$ cat src/rtl/multiply_accumulator_16b_if.sv
// -----------------------------------------------------------------------------
// multiply_accumulator_16b_if
// Bus bundle for the signed 16x16 multiply-accumulate block.
//
// Signals (named from the MAC's point of view):
//   i_ce      clock enable for every register inside the MAC
//   i_a       16-bit two's complement multiplicand
//   i_b       16-bit two's complement multiplier
//   i_reload  load ACC_INIT_VALUE instead of accumulating this sample
//   o_p       96-bit registered accumulator value
//
// Modports:
//   master  drives the operands and control, observes o_p
//   slave   the MAC itself
// -----------------------------------------------------------------------------
interface multiply_accumulator_16b_if;
    logic        i_ce;
    logic [15:0] i_a;
    logic [15:0] i_b;
    logic        i_reload;
    logic [95:0] o_p;

    modport master (
        output i_ce,
        output i_a,
        output i_b,
        output i_reload,
        input  o_p
    );

    modport slave (
        input  i_ce,
        input  i_a,
        input  i_b,
        input  i_reload,
        output o_p
    );
endinterface

$ cat src/rtl/multiply_accumulator_16b.sv
// -----------------------------------------------------------------------------
// multiply_accumulator_16b
// Signed 16x16 multiply-accumulate primitive with a 96-bit wrapping
// accumulator, used for FIR / correlation tap sums.
//
// Pipeline:
//   [optional input register] -> product register (m) + reload bit (r)
//   -> accumulator (acc) -> o_p
//   The reload bit travels next to its own product, so the sample presented
//   with reload is replaced by ACC_INIT_VALUE and the next sample is the
//   first one added on top of it.
//
// Ports:
//   i_clk   single clock, rising edge
//   i_rst   synchronous active-high reset; clears every register, beats ce
//   mac     multiply_accumulator_16b_if.slave (i_ce, i_a, i_b, i_reload, o_p)
//
// Parameters:
//   ACC_INIT_VALUE  value the accumulator takes on reload
//   ACC_ADDSUB_OP   0 = add each product, 1 = subtract each product
//
// Build option:
//   MULACC_INREG_EN  when defined, adds an input register on a, b and reload
//                    (latency 3 instead of 2).
// -----------------------------------------------------------------------------

// Checker: after any reset edge the accumulator output must read zero.
module multiply_accumulator_16b_chk (
    input logic        i_clk,
    input logic        i_rst,
    input logic [95:0] i_p
);
    a_rst_clears_p: assert property (@(posedge i_clk) i_rst |=> (i_p == 96'd0));
endmodule

module multiply_accumulator_16b #(
    parameter logic [95:0] ACC_INIT_VALUE = 96'h0,
    parameter int          ACC_ADDSUB_OP  = 32'sd0
) (
    input logic                         i_clk,
    input logic                         i_rst,
    multiply_accumulator_16b_if.slave   mac
);

    // Operands as seen by the multiplier (either raw inputs or registered).
    logic [15:0] w_a;
    logic [15:0] w_b;
    logic        w_reload;

    // Stage 1: sign-extended product and the reload bit that belongs to it.
    logic [95:0] w_m_next;
    logic [95:0] r_m;
    logic        r_reload;

    // Stage 2: accumulator.
    logic [95:0] w_acc_next;
    logic [95:0] r_acc;

    // Full-precision signed product, sign-extended to the accumulator width.
    // -32768 * -32768 = +2^30 still fits in the 32-bit signed intermediate.
    function automatic logic [95:0] f_sext_product(
        input logic [15:0] a,
        input logic [15:0] b
    );
        logic signed [31:0] v_prod;
        v_prod = $signed(a) * $signed(b);
        return {{64{v_prod[31]}}, v_prod};
    endfunction

`ifdef MULACC_INREG_EN
    logic [15:0] r_a_in;
    logic [15:0] r_b_in;
    logic        r_reload_in;

    // Input register: a, b and reload are captured together so reload stays
    // aligned with its own sample through the extra stage.
    always_ff @(posedge i_clk) begin
        if (i_rst) begin
            r_a_in      <= 16'd0;
            r_b_in      <= 16'd0;
            r_reload_in <= 1'b0;
        end else if (mac.i_ce) begin
            r_a_in      <= mac.i_a;
            r_b_in      <= mac.i_b;
            r_reload_in <= mac.i_reload;
        end
    end

    assign w_a      = r_a_in;
    assign w_b      = r_b_in;
    assign w_reload = r_reload_in;
`else
    assign w_a      = mac.i_a;
    assign w_b      = mac.i_b;
    assign w_reload = mac.i_reload;
`endif

    // Multiplier: purely combinational, registered in stage 1.
    always_comb begin
        w_m_next = f_sext_product(w_a, w_b);
    end

    // Stage 1 register: product and reload bit advance only with ce, so an
    // in-flight sample is held (not lost, not repeated) while ce is low.
    always_ff @(posedge i_clk) begin
        if (i_rst) begin
            r_m      <= 96'd0;
            r_reload <= 1'b0;
        end else if (mac.i_ce) begin
            r_m      <= w_m_next;
            r_reload <= w_reload;
        end
    end

    // Accumulator next value: reload discards the product it travels with;
    // otherwise add or subtract, wrapping modulo 2^96.
    always_comb begin
        w_acc_next = r_acc;
        if (r_reload) begin
            w_acc_next = ACC_INIT_VALUE;
        end else if (ACC_ADDSUB_OP == 32'sd0) begin
            w_acc_next = r_acc + r_m;
        end else begin
            w_acc_next = r_acc - r_m;
        end
    end

    // Stage 2 register: the accumulator, which is also the output register.
    always_ff @(posedge i_clk) begin
        if (i_rst) begin
            r_acc <= 96'd0;
        end else if (mac.i_ce) begin
            r_acc <= w_acc_next;
        end
    end

    assign mac.o_p = r_acc;

    multiply_accumulator_16b_chk u_chk (
        .i_clk (i_clk),
        .i_rst (i_rst),
        .i_p   (r_acc)
    );

endmodule

$ cat src/flat_wrapper.sv
// flat-port wrapper written by rule: the top's interface ports become plain ports
module multiply_accumulator_16b_flat 
#(
    parameter logic [95:0] ACC_INIT_VALUE = 96'h0,
    parameter int          ACC_ADDSUB_OP  = 32'sd0
)
  (i_clk, i_rst, mac_i_ce, mac_i_a, mac_i_b, mac_i_reload, mac_o_p);
  multiply_accumulator_16b_if mac_i ();
  input logic i_clk;
  input logic i_rst;
  input wire logic [$bits(mac_i.i_ce)-1:0] mac_i_ce;
  input wire logic [$bits(mac_i.i_a)-1:0] mac_i_a;
  input wire logic [$bits(mac_i.i_b)-1:0] mac_i_b;
  input wire logic [$bits(mac_i.i_reload)-1:0] mac_i_reload;
  output wire logic [$bits(mac_i.o_p)-1:0] mac_o_p;
  assign mac_i.i_ce = mac_i_ce;
  assign mac_i.i_a = mac_i_a;
  assign mac_i.i_b = mac_i_b;
  assign mac_i.i_reload = mac_i_reload;
  assign mac_o_p = mac_i.o_p;
  multiply_accumulator_16b #(.ACC_INIT_VALUE(ACC_INIT_VALUE), .ACC_ADDSUB_OP(ACC_ADDSUB_OP)) u_core (.i_clk(i_clk), .i_rst(i_rst), .mac(mac_i));
endmodule
$ cat config.mk
export PLATFORM = sky130hd
export DESIGN_NAME = multiply_accumulator_16b_flat
export DESIGN_NICKNAME = d
export VERILOG_FILES = /design/src/rtl/multiply_accumulator_16b_if.sv /design/src/rtl/multiply_accumulator_16b.sv /design/src/flat_wrapper.sv
export SDC_FILE = /design/constraint.sdc
export NUM_CORES = 1
export LEC_CHECK = 0
export BUFFER_PORTS_ARGS = -buffer_cell sky130_fd_sc_hd__buf_2
export CORE_ASPECT_RATIO = 1.25
export CORE_UTILIZATION = 45
export CTS_CLUSTER_DIAMETER = 60
export DETAILED_ROUTE_END_ITERATION = 6
export PLACE_DENSITY = 0.69
export SLEW_MARGIN = 20
export SYNTH_ARGS = -nofsm -noshare
export SYNTH_HDL_FRONTEND = slang
export SYNTH_SLANG_ARGS = --single-unit
$ cat constraint.sdc
create_clock -name i_clk -period 7.8 [get_ports i_clk]
set_input_delay 0.39 -clock i_clk [delete_from_list [all_inputs] [get_ports i_clk]]
set_output_delay 0.39 -clock i_clk [all_outputs]
set_load 0.02 [all_outputs]
Word level (Yosys, flattened, before mapping)
Cells that the tools add are included.
Operators by class
  muxes and demuxes: 1
  $add $sub $neg: 1
  $mul: 1
Operator list (number)
  adder 96 bit: 1
  2-to-1 mux 96 bit: 1
  multiplier 16 x 16 -> 32 bit: 1
Word-level totals
  word-level logic and storage cells: 6
  input port bits: 36
  output and inout port bits: 96
  register bits: 129

Longest topological paths before layout
Gate-level depths: netlist of run 1.
  depth after elaboration: 2
  gate-level depth with buffers: 26
  mapped depth without buffers: 24

Worst setup path before layout of run 1
OpenSTA, ideal clock, no wires.
  path kind: in2reg
  from: input mac_i_a[7]
  to: register u_core.r_m[29]
  buffers on the path: 1
  slack: 1338 ps
  cell stages on the path: 25
  data arrival time: 6345 ps
  required time: 7683 ps
  library setup time: 117 ps
  cell sequence: clkbuf_1 > nand2_1 > fa_1 > inv_1 > fa_1 > inv_1 > fa_1 > inv_1 > fa_1 > fa_1 > inv_1 > fa_1 > inv_1 > ha_1 > a21o_1 > a21o_1 > a2111oi_2 > o31a_1 > a311oi_2 > a31oi_4 > o31ai_2 > or4_1 > a31oi_1 > xnor2_1 > a22o_1
Between the ends
  word-level cells in the longest chain between the ends: 1
Ends and longest elaborated chain
  from (decl): RTL line flat_wrapper.sv:12  | input wire logic [$bits(mac_i.i_a)-1:0] mac_i_a;
  multiplier 16 x 16 -> 32 bit: RTL line multiply_accumulator_16b.sv:66  | v_prod = $signed(a) * $signed(b);
  to (signal assigned): RTL line multiply_accumulator_16b.sv:110  | r_m <= w_m_next;
  to (decl): RTL line multiply_accumulator_16b.sv:52  | logic [95:0] r_m;
Every way passes these cells.
A chain may end at the register's enable or synchronous reset.

Worst setup path in the final report of run 1
Same ends and word-level chain as after synthesis.

==> results of run 1 <==
-- per-layer routing --
metal / part of all wire / wire [µm] / up-vias / track usage
met4: 0.026 / 1370 / 0 / 0.0793
met3: 0.046 / 2420 / 82 / 0.0288
met2: 0.50 / 26200 / 458 / 0.415
li1: - / - / 8122 / -
met1: 0.43 / 22900 / 8182 / 0.300
met5: 0 / 0 / - / 0
-- how the worst max path moves through the flow --
stage	cells past startpoint	to	start	slack, ps
4_1_cts	25	u_core.r_m[29]$_SDFFE_PP0P_	mac_i_a[7]	1400
3_5_place_dp	25	u_core.r_m[29]$_SDFFE_PP0P_	mac_i_a[7]	940
2_1_floorplan	25	u_core.r_m[29]$_SDFFE_PP0P_	mac_i_a[7]	1340
6_report	25	u_core.r_m[29]$_SDFFE_PP0P_	mac_i_a[7]	1390
5_1_grt	25	u_core.r_m[29]$_SDFFE_PP0P_	mac_i_a[7]	1100
3_3_place_gp	25	u_core.r_m[29]$_SDFFE_PP0P_	mac_i_a[7]	1040
-- flip-flops by register name, summed over array words and instances, names as in the netlist --
signal,cells
u_core.r_reload,1
u_core.mac.o_p,96
u_core.r_m,32
-- placed cells by master, fill, tap and decap left out, types with 5 or more instances in the layout --
master / count
sky130_fd_sc_hd__inv_1: 324
sky130_fd_sc_hd__fa_1: 263
sky130_fd_sc_hd__nand2_1: 259
sky130_fd_sc_hd__ha_1: 177
sky130_fd_sc_hd__nor2_1: 159
sky130_fd_sc_hd__a21oi_1: 135
sky130_fd_sc_hd__buf_2: 131
sky130_fd_sc_hd__and2_1: 128
sky130_fd_sc_hd__dfxtp_1: 128
sky130_fd_sc_hd__o21ai_0: 101
sky130_fd_sc_hd__xnor2_1: 72
sky130_fd_sc_hd__a21o_1: 60
sky130_fd_sc_hd__a22oi_1: 45
sky130_fd_sc_hd__xor2_1: 45
sky130_fd_sc_hd__nand4_1: 42
sky130_fd_sc_hd__nor3_1: 31
sky130_fd_sc_hd__nand3_1: 28
sky130_fd_sc_hd__o21bai_1: 26
sky130_fd_sc_hd__mux2i_1: 24
sky130_fd_sc_hd__o21ai_1: 22
sky130_fd_sc_hd__a31oi_1: 20
sky130_fd_sc_hd__nand2b_1: 19
sky130_fd_sc_hd__clkbuf_16: 17
sky130_fd_sc_hd__nor2b_1: 16
sky130_fd_sc_hd__or3_1: 14
sky130_fd_sc_hd__and3_1: 13
sky130_fd_sc_hd__a211oi_1: 13
sky130_fd_sc_hd__o21a_1: 10
sky130_fd_sc_hd__o211ai_1: 9
sky130_fd_sc_hd__o31ai_1: 7
sky130_fd_sc_hd__a211o_1: 7
sky130_fd_sc_hd__a22o_1: 7
sky130_fd_sc_hd__inv_6: 7
sky130_fd_sc_hd__buf_4: 7
sky130_fd_sc_hd__nor4_1: 6
sky130_fd_sc_hd__a21boi_0: 5
sky130_fd_sc_hd__or4_1: 5
-- logic make-up (layout without fill, tap and decap cells) --
logic type | Yosys count | count (layout)
buffers and inverters | 431 | 495
AND/OR/NAND/NOR | 732 | 732
XOR/XNOR | 117 | 117
AO/OA/AOI/OAI | 528 | 528
multiplexers | 24 | 24
flip-flops | 129 | 129
adder cells (fa/ha/maj) | 440 | 440
-- worst max-delay path: cells and delay by family --
kind	cells	cell delay, ps
compound gates	9	1840
xor+xnor	1	80
fa+ha+maj	7	3330
buf+inv	6	550
simple gates	2	530
-- stage by stage --
step / utilization / hold WS, ps / cells / cell area (µm²) / setup slack, ps
floorplan: - / 445 / 2401 / 19900 / 1340
global placement: 0.483 / 455 / 2998 / 21000 / 1040
detailed placement: 0.483 / 459 / 2998 / 21000 / 942
CTS: 0.497 / 244 / 3030 / 21600 / 1400
global route: 0.497 / 276 / 3030 / 21600 / 1100
finish: 0.497 / 250 / 3030 / 21600 / 1390
-- layout make-up --
class                   instances  share of cell area
clock inverters                15             0.00904
inverters                     325              0.0565
well taps                     565              0.0328
multi-input cells            1841               0.729
flip-flops and latches        129               0.120
repair buffers                138              0.0328
clock buffers                  17              0.0197
==> run summary, run 1 <==
====================================================================================
Synthesized netlist net count                                                   2877
Timing-limited maximum frequency                                             156 MHz
Relative max-transition margin                                                 0.437
FF/Latch Area                                                            0.00258 mm²
Count of filler cells inserted in the layout                                    4151
Worst Path Arrival                                                           6750 ps
Largest net degree at the start of global routing                                 72
Dominant cell by count in the synthesized netlist                       sky130_fd_sc_hd__inv_1
Detailed Route Iter0 Violations                                                  924
Sequential element share of the synthesized area                               0.129
Routed via count divided by cell count                                          5.56
Sum of routed wire length over all layers                                   52900 µm
TritonCTS Buffers                                                                 17
Overall global routing resource usage                                          0.237
CTS tree                                                                       built
ANT nets after route                                                               0
Compound-gate portion of the synthesized area                                  0.176
Insertion delay of the later-clocked pin in the worst-skew pair               450 ps
Finish-stage setup viols                                                           0
CTS Buffer Depth                                                                   2
Placer's final routability congestion estimate                                 0.926
CTS sink count                                                                   129
Number of hold buffers added after cts                                             0
Max-cap check violation count                                                      0
Worst hold path depth                                                              3
Die Span Y                                                                    237 µm
Count of vias placed by the detailed router                                    16844
Min-Delay Path Class                                                          in2reg
Max incr delay on CP                                                          550 ps
Clk root buf                                                            sky130_fd_sc_hd__clkbuf_16
Least-Margin Pin Slew                                                         845 ps
Critical path start-end classification                                        in2reg
Most common library cells after synthesis                               sky130_fd_sc_hd__inv_1, sky130_fd_sc_hd__fa_1, sky130_fd_sc_hd__nand2_1
Detailed-route DRC error count                                                     0
End of the worst register-to-register path                              u_core.mac.o_p[75]$_SDFFE_PP0P_
Antenna violations before repair                                                   0
Via count of the first global-routing pass                                     16809
Run status                                                                 completed
Post-Syn Area per Cell                                                      8.31 µm²
Average wire per cell in the routed design                                   17.5 µm
Total number of placement rows                                                    85
Final cycle utilization of the critical path                                   0.822
H-tree Lvls                                                                        4
Cell types with the largest area share after synthesis                  sky130_fd_sc_hd__fa_1, sky130_fd_sc_hd__dfxtp_1, sky130_fd_sc_hd__ha_1, sky130_fd_sc_hd__inv_1, sky130_fd_sc_hd__nand2_1
Fraction of final layout cells with drive strength greater than 1             0.0803
Post-synth top area share                                                      0.264
Unique masters post-synth                                                         78
Antenna cell count                                                                 0
Synthesized-area fraction occupied by and/or/nand/nor cells                    0.174
Multiplexer share of the synthesized area                                     0.0120
Proportion of synthesized flip-flops having asynchronous set or reset              0
Pins over their slew limit                                                         0
CP Max Fanout                                                                     16
DP HPWL                                                                     43000 µm
Number of buffers inserted to repair setup after CTS                               0
Die outline area                                                          0.0452 mm²
Most used cell along the critical path                                  sky130_fd_sc_hd__fa_1
Register clock-pin slew on the reported worst setup and hold paths             60 ps
Xor and xnor fraction of the mapped netlist area                              0.0514
Synth area leader                                                       sky130_fd_sc_hd__fa_1
Most used flip-flop cell after synthesis                                sky130_fd_sc_hd__dfxtp_1
Flop and latch count out of synthesis                                            129
Cell area after synthesis                                                 0.0199 mm²
Chip Width                                                                    190 µm
Starting Density                                                               0.460
IO Count                                                                         132
Post-synth EDFFs                                                                   0
Wire length of the first global-routing pass                                86100 µm
Setup total negative slack                                                      0 ps
Number of hold violations in the final report                                      0
Multi-input logic area                                                    0.0157 mm²
Clock period minus worst slack                                               6410 ps
Startpoint of the worst hold path                                       mac_i_reload
First-pass iteration count of the detailed router                                  5
Startpoint class of the critical path                                      input pin
Number of cells on the worst reg-to-reg path                                      12
Final Skew                                                                   11.2 ps
Worst Setup End Kind                                                       flip-flop
Required @ worst endpoint                                                    8140 ps
Largest family of logic cells by synthesized area                        adder cells
Critical R2R Launch                                                     u_core.r_m[31]$_SDFFE_PP0P_
Remaining Overflow, GRT                                                            0
CP max stage cell                                                       sky130_fd_sc_hd__fa_1
Number of warnings printed during yosys synthesis                                  0
Post-cts sizing count                                                              0
Worst R2R Setup Slack                                                        3280 ps
Final nets                                                                      2928
Core Box Area                                                             0.0434 mm²
WHS Endpoint                                                            u_core.r_reload$_SDFFE_PP0P_
Number of buffers added on ports                                                 131
Adder-Cell Fraction of Synth Area                                              0.375
Area growth, synth to finish                                                   8.21%
RSZ-0062 raised after global routing                                              no
Post-Syn Instances                                                              2401
====================================================================================
Power of run 1 is left out: the tool's default activity adds up to more than one toggle a clock period on the data nets, which glitch-free logic cannot reach.
==> run 2: changes to the inputs <==
Clock period 7.8 ns to 6.5 ns, I/O delays scaled along.
==> run 2 against run 1 <==
  * Cell area grew 1.7%
  * Critical path depth shrank 1
  * Global-route usage grew 0.55 points
  * Sequential cell count is the same
  * Non-clock buffer count grew 51
  * Routed wire length grew 2.2%
  * Critical endpoint is now u_core.r_m[31]$_SDFFE_PP0P_
  * Largest cell class unchanged
==> run summary, run 2 (synthesized netlist as in run 1, its figures left out) <==
=================================================================================
Largest net degree at the start of global routing                              71   -1.4%
Remaining Overflow, GRT                                                         0   unchanged
ANT nets after route                                                            0   unchanged
Final Skew                                                                9.71 ps   -1.51 ps
Worst Setup End Kind                                                    flip-flop
Leak Pwr                                                                  10.8 nW
Total number of placement rows                                                 85   unchanged
Insertion delay of the later-clocked pin in the worst-skew pair            450 ps   about the same
CP Max Fanout                                                                  11   -5
Final cycle utilization of the critical path                                0.944
Average wire per cell in the routed design                                17.5 µm   +0.53%
Wire length of the first global-routing pass                             87800 µm   +2.0%
Final nets                                                                   2979   +1.7%
Post-Route Hold Slack                                                      209 ps   -40.9 ps
End of the worst register-to-register path                           u_core.mac.o_p[75]$_SDFFE_PP0P_
Fraction of final layout cells with drive strength greater than 1          0.0982   +0.0178
Worst hold path depth                                                           3   unchanged
Critical path start-end classification                                     in2reg
Routed via count divided by cell count                                       5.54   -0.28%
Number of hold buffers added after cts                                          0   unchanged
First-pass iteration count of the detailed router                               5   unchanged
Worst Path Arrival                                                        6420 ps   -330 ps
Sum of routed wire length over all layers                                54100 µm   +2.2%
WHS Endpoint                                                         u_core.r_reload$_SDFFE_PP0P_
Min-Delay Path Class                                                       in2reg
Starting Density                                                            0.460   unchanged
Chip Width                                                                 190 µm   unchanged
Placer's final routability congestion estimate                              0.919   -0.80%
CTS tree                                                                    built
Critical R2R Launch                                                  u_core.r_m[31]$_SDFFE_PP0P_
Worst R2R Setup Slack                                                     2060 ps   -1220 ps
Max-cap check violation count                                                   0   unchanged
Area growth, synth to finish                                                10.0%
DP HPWL                                                                  44800 µm   +4.2%
Post-Place Worst Slack                                                   -87.3 ps   -1030 ps
Core Box Area                                                          0.0434 mm²   unchanged
Antenna cell count                                                              0   unchanged
Detailed-route DRC error count                                                  0   unchanged
Least-Margin Pin Slew                                                      847 ps   +2.00 ps
Clock period minus worst slack                                            6130 ps
IO Count                                                                      132   unchanged
Post-cts sizing count                                                           0   unchanged
CTS Buffer Depth                                                                2   unchanged
Relative max-transition margin                                              0.430   -0.00616
Overall global routing resource usage                                       0.243   +0.00550
Run status                                                              completed
Required @ worst endpoint                                                 6790 ps   -1350 ps
Startpoint class of the critical path                                   input pin
Die Span Y                                                                 237 µm   unchanged
Number of buffers inserted to repair setup after CTS                            0   unchanged
TritonCTS Buffers                                                              17   unchanged
Max reg flops                                                                  96   unchanged
Most common library cell in the layout ignoring fill and taps        sky130_fd_sc_hd__inv_1
Number of hold violations in the final report                                   0   unchanged
Pins over their slew limit                                                      0   unchanged
Number of buffers added on ports                                              131   unchanged
Via count of the first global-routing pass                                  17530   +4.3%
Cell area power density                                                624 mW/mm²
Antenna violations before repair                                                1   +1
Timing-limited maximum frequency                                          163 MHz
Number of cells on the worst reg-to-reg path                                   11   -1
Finish-stage setup viols                                                        0   unchanged
Detailed Route Iter0 Violations                                               779   -16%
RSZ-0062 raised after global routing                                           no
Worst vdd ir                                                               521 µV
PnR worst setup slack                                                      367 ps   -1020 ps
H-tree Lvls                                                                     4   unchanged
CTS sink count                                                                129   unchanged
Die outline area                                                       0.0452 mm²   unchanged
Clk root buf                                                         sky130_fd_sc_hd__clkbuf_16
Register clock-pin slew on the reported worst setup and hold paths          60 ps   about the same
Most frequent cells in the layout                                    sky130_fd_sc_hd__inv_1, sky130_fd_sc_hd__fa_1, sky130_fd_sc_hd__nand2_1, sky130_fd_sc_hd__ha_1, sky130_fd_sc_hd__nor2_1
Startpoint of the worst hold path                                    mac_i_reload
Count of vias placed by the detailed router                                 17080   +1.4%
=================================================================================
[run 2: cell types whose count changed in the layout (fill, tap and decap cells not counted), sizes merged]
cell and delta:
buf +51, clkinv +4, bufinv -1, inv -8, clkbuf +5
[run 2: critical path: stages]
cell and delay (ps):
sky130_fd_sc_hd__buf_2 220, sky130_fd_sc_hd__buf_4 190, sky130_fd_sc_hd__nand2_1 90, sky130_fd_sc_hd__fa_1 520
sky130_fd_sc_hd__fa_1 470, sky130_fd_sc_hd__fa_1 550, sky130_fd_sc_hd__inv_1 60, sky130_fd_sc_hd__fa_1 440
sky130_fd_sc_hd__fa_1 520, sky130_fd_sc_hd__inv_1 50, sky130_fd_sc_hd__fa_1 470, sky130_fd_sc_hd__inv_1 40
sky130_fd_sc_hd__ha_1 350, sky130_fd_sc_hd__inv_1 90, sky130_fd_sc_hd__o21bai_1 240, sky130_fd_sc_hd__a2111oi_2 80
sky130_fd_sc_hd__o31a_1 130, sky130_fd_sc_hd__a311oi_2 440, sky130_fd_sc_hd__a31oi_4 140, sky130_fd_sc_hd__o31ai_2 330
sky130_fd_sc_hd__o21ai_0 160, sky130_fd_sc_hd__a21oi_1 220, sky130_fd_sc_hd__mux2i_1 210, sky130_fd_sc_hd__a21oi_1 80
[run 2: how the worst max path moves through the flow]
stage / from / to / slack, ps / cells after the start
after floorplan: mac_i_a[7] / u_core.r_m[29]$_SDFFE_PP0P_ / 100 / 25
after detailed placement: mac_i_b[4] / u_core.r_m[31]$_SDFFE_PP0P_ / -90 / 25
after global routing: mac_i_b[4] / u_core.r_m[31]$_SDFFE_PP0P_ / 150 / 25
final: mac_i_b[1] / u_core.r_m[31]$_SDFFE_PP0P_ / 370 / 24
after CTS: mac_i_b[1] / u_core.r_m[29]$_SDFFE_PP0P_ / 390 / 23
after global placement: mac_i_b[4] / u_core.r_m[29]$_SDFFE_PP0P_ / 60 / 24
[run 2: metrics by stage]
step                      power (mW)   util  cells  instance area (µm²)  TNS, ps
after floorplan                 10.2      -   2401                19900        0
after global placement          12.4  0.492   3049                21400        0
after detailed placement        12.7  0.492   3049                21400     -166
after CTS                       13.7  0.506   3081                21900        0
after global routing            15.3  0.506   3081                21900        0
final                           13.7  0.506   3081                21900        0
[run 2: layer usage]
layer  global-route usage  vias up  share of wire
li1                     -     8197              -
met1                0.291     8291           0.42
met2                0.437      487           0.51
met3               0.0227      103          0.043
met4                0.105        2          0.035
met5                    0        -        0.00024
[run 2: layout make-up]
cell class | count | area (µm²)
timing repair buffer | 189 | 1100
tap | 565 | 707
sequential | 129 | 2580
fill | 4169 | 21400
clock buffer | 22 | 474
clock inverter | 10 | 109
multi-input combinational | 1841 | 15700
inverter | 325 | 1220
[run 2: where the power goes]
group	switching, mW	leakage (nW)	internal [mW]	total [mW]
registers	0.197	1.06	1.01	1.21
logic	6.46	9.41	5.05	11.5
clock network	0.371	0.286	0.590	0.962
(Power assumes the default switching activity.)
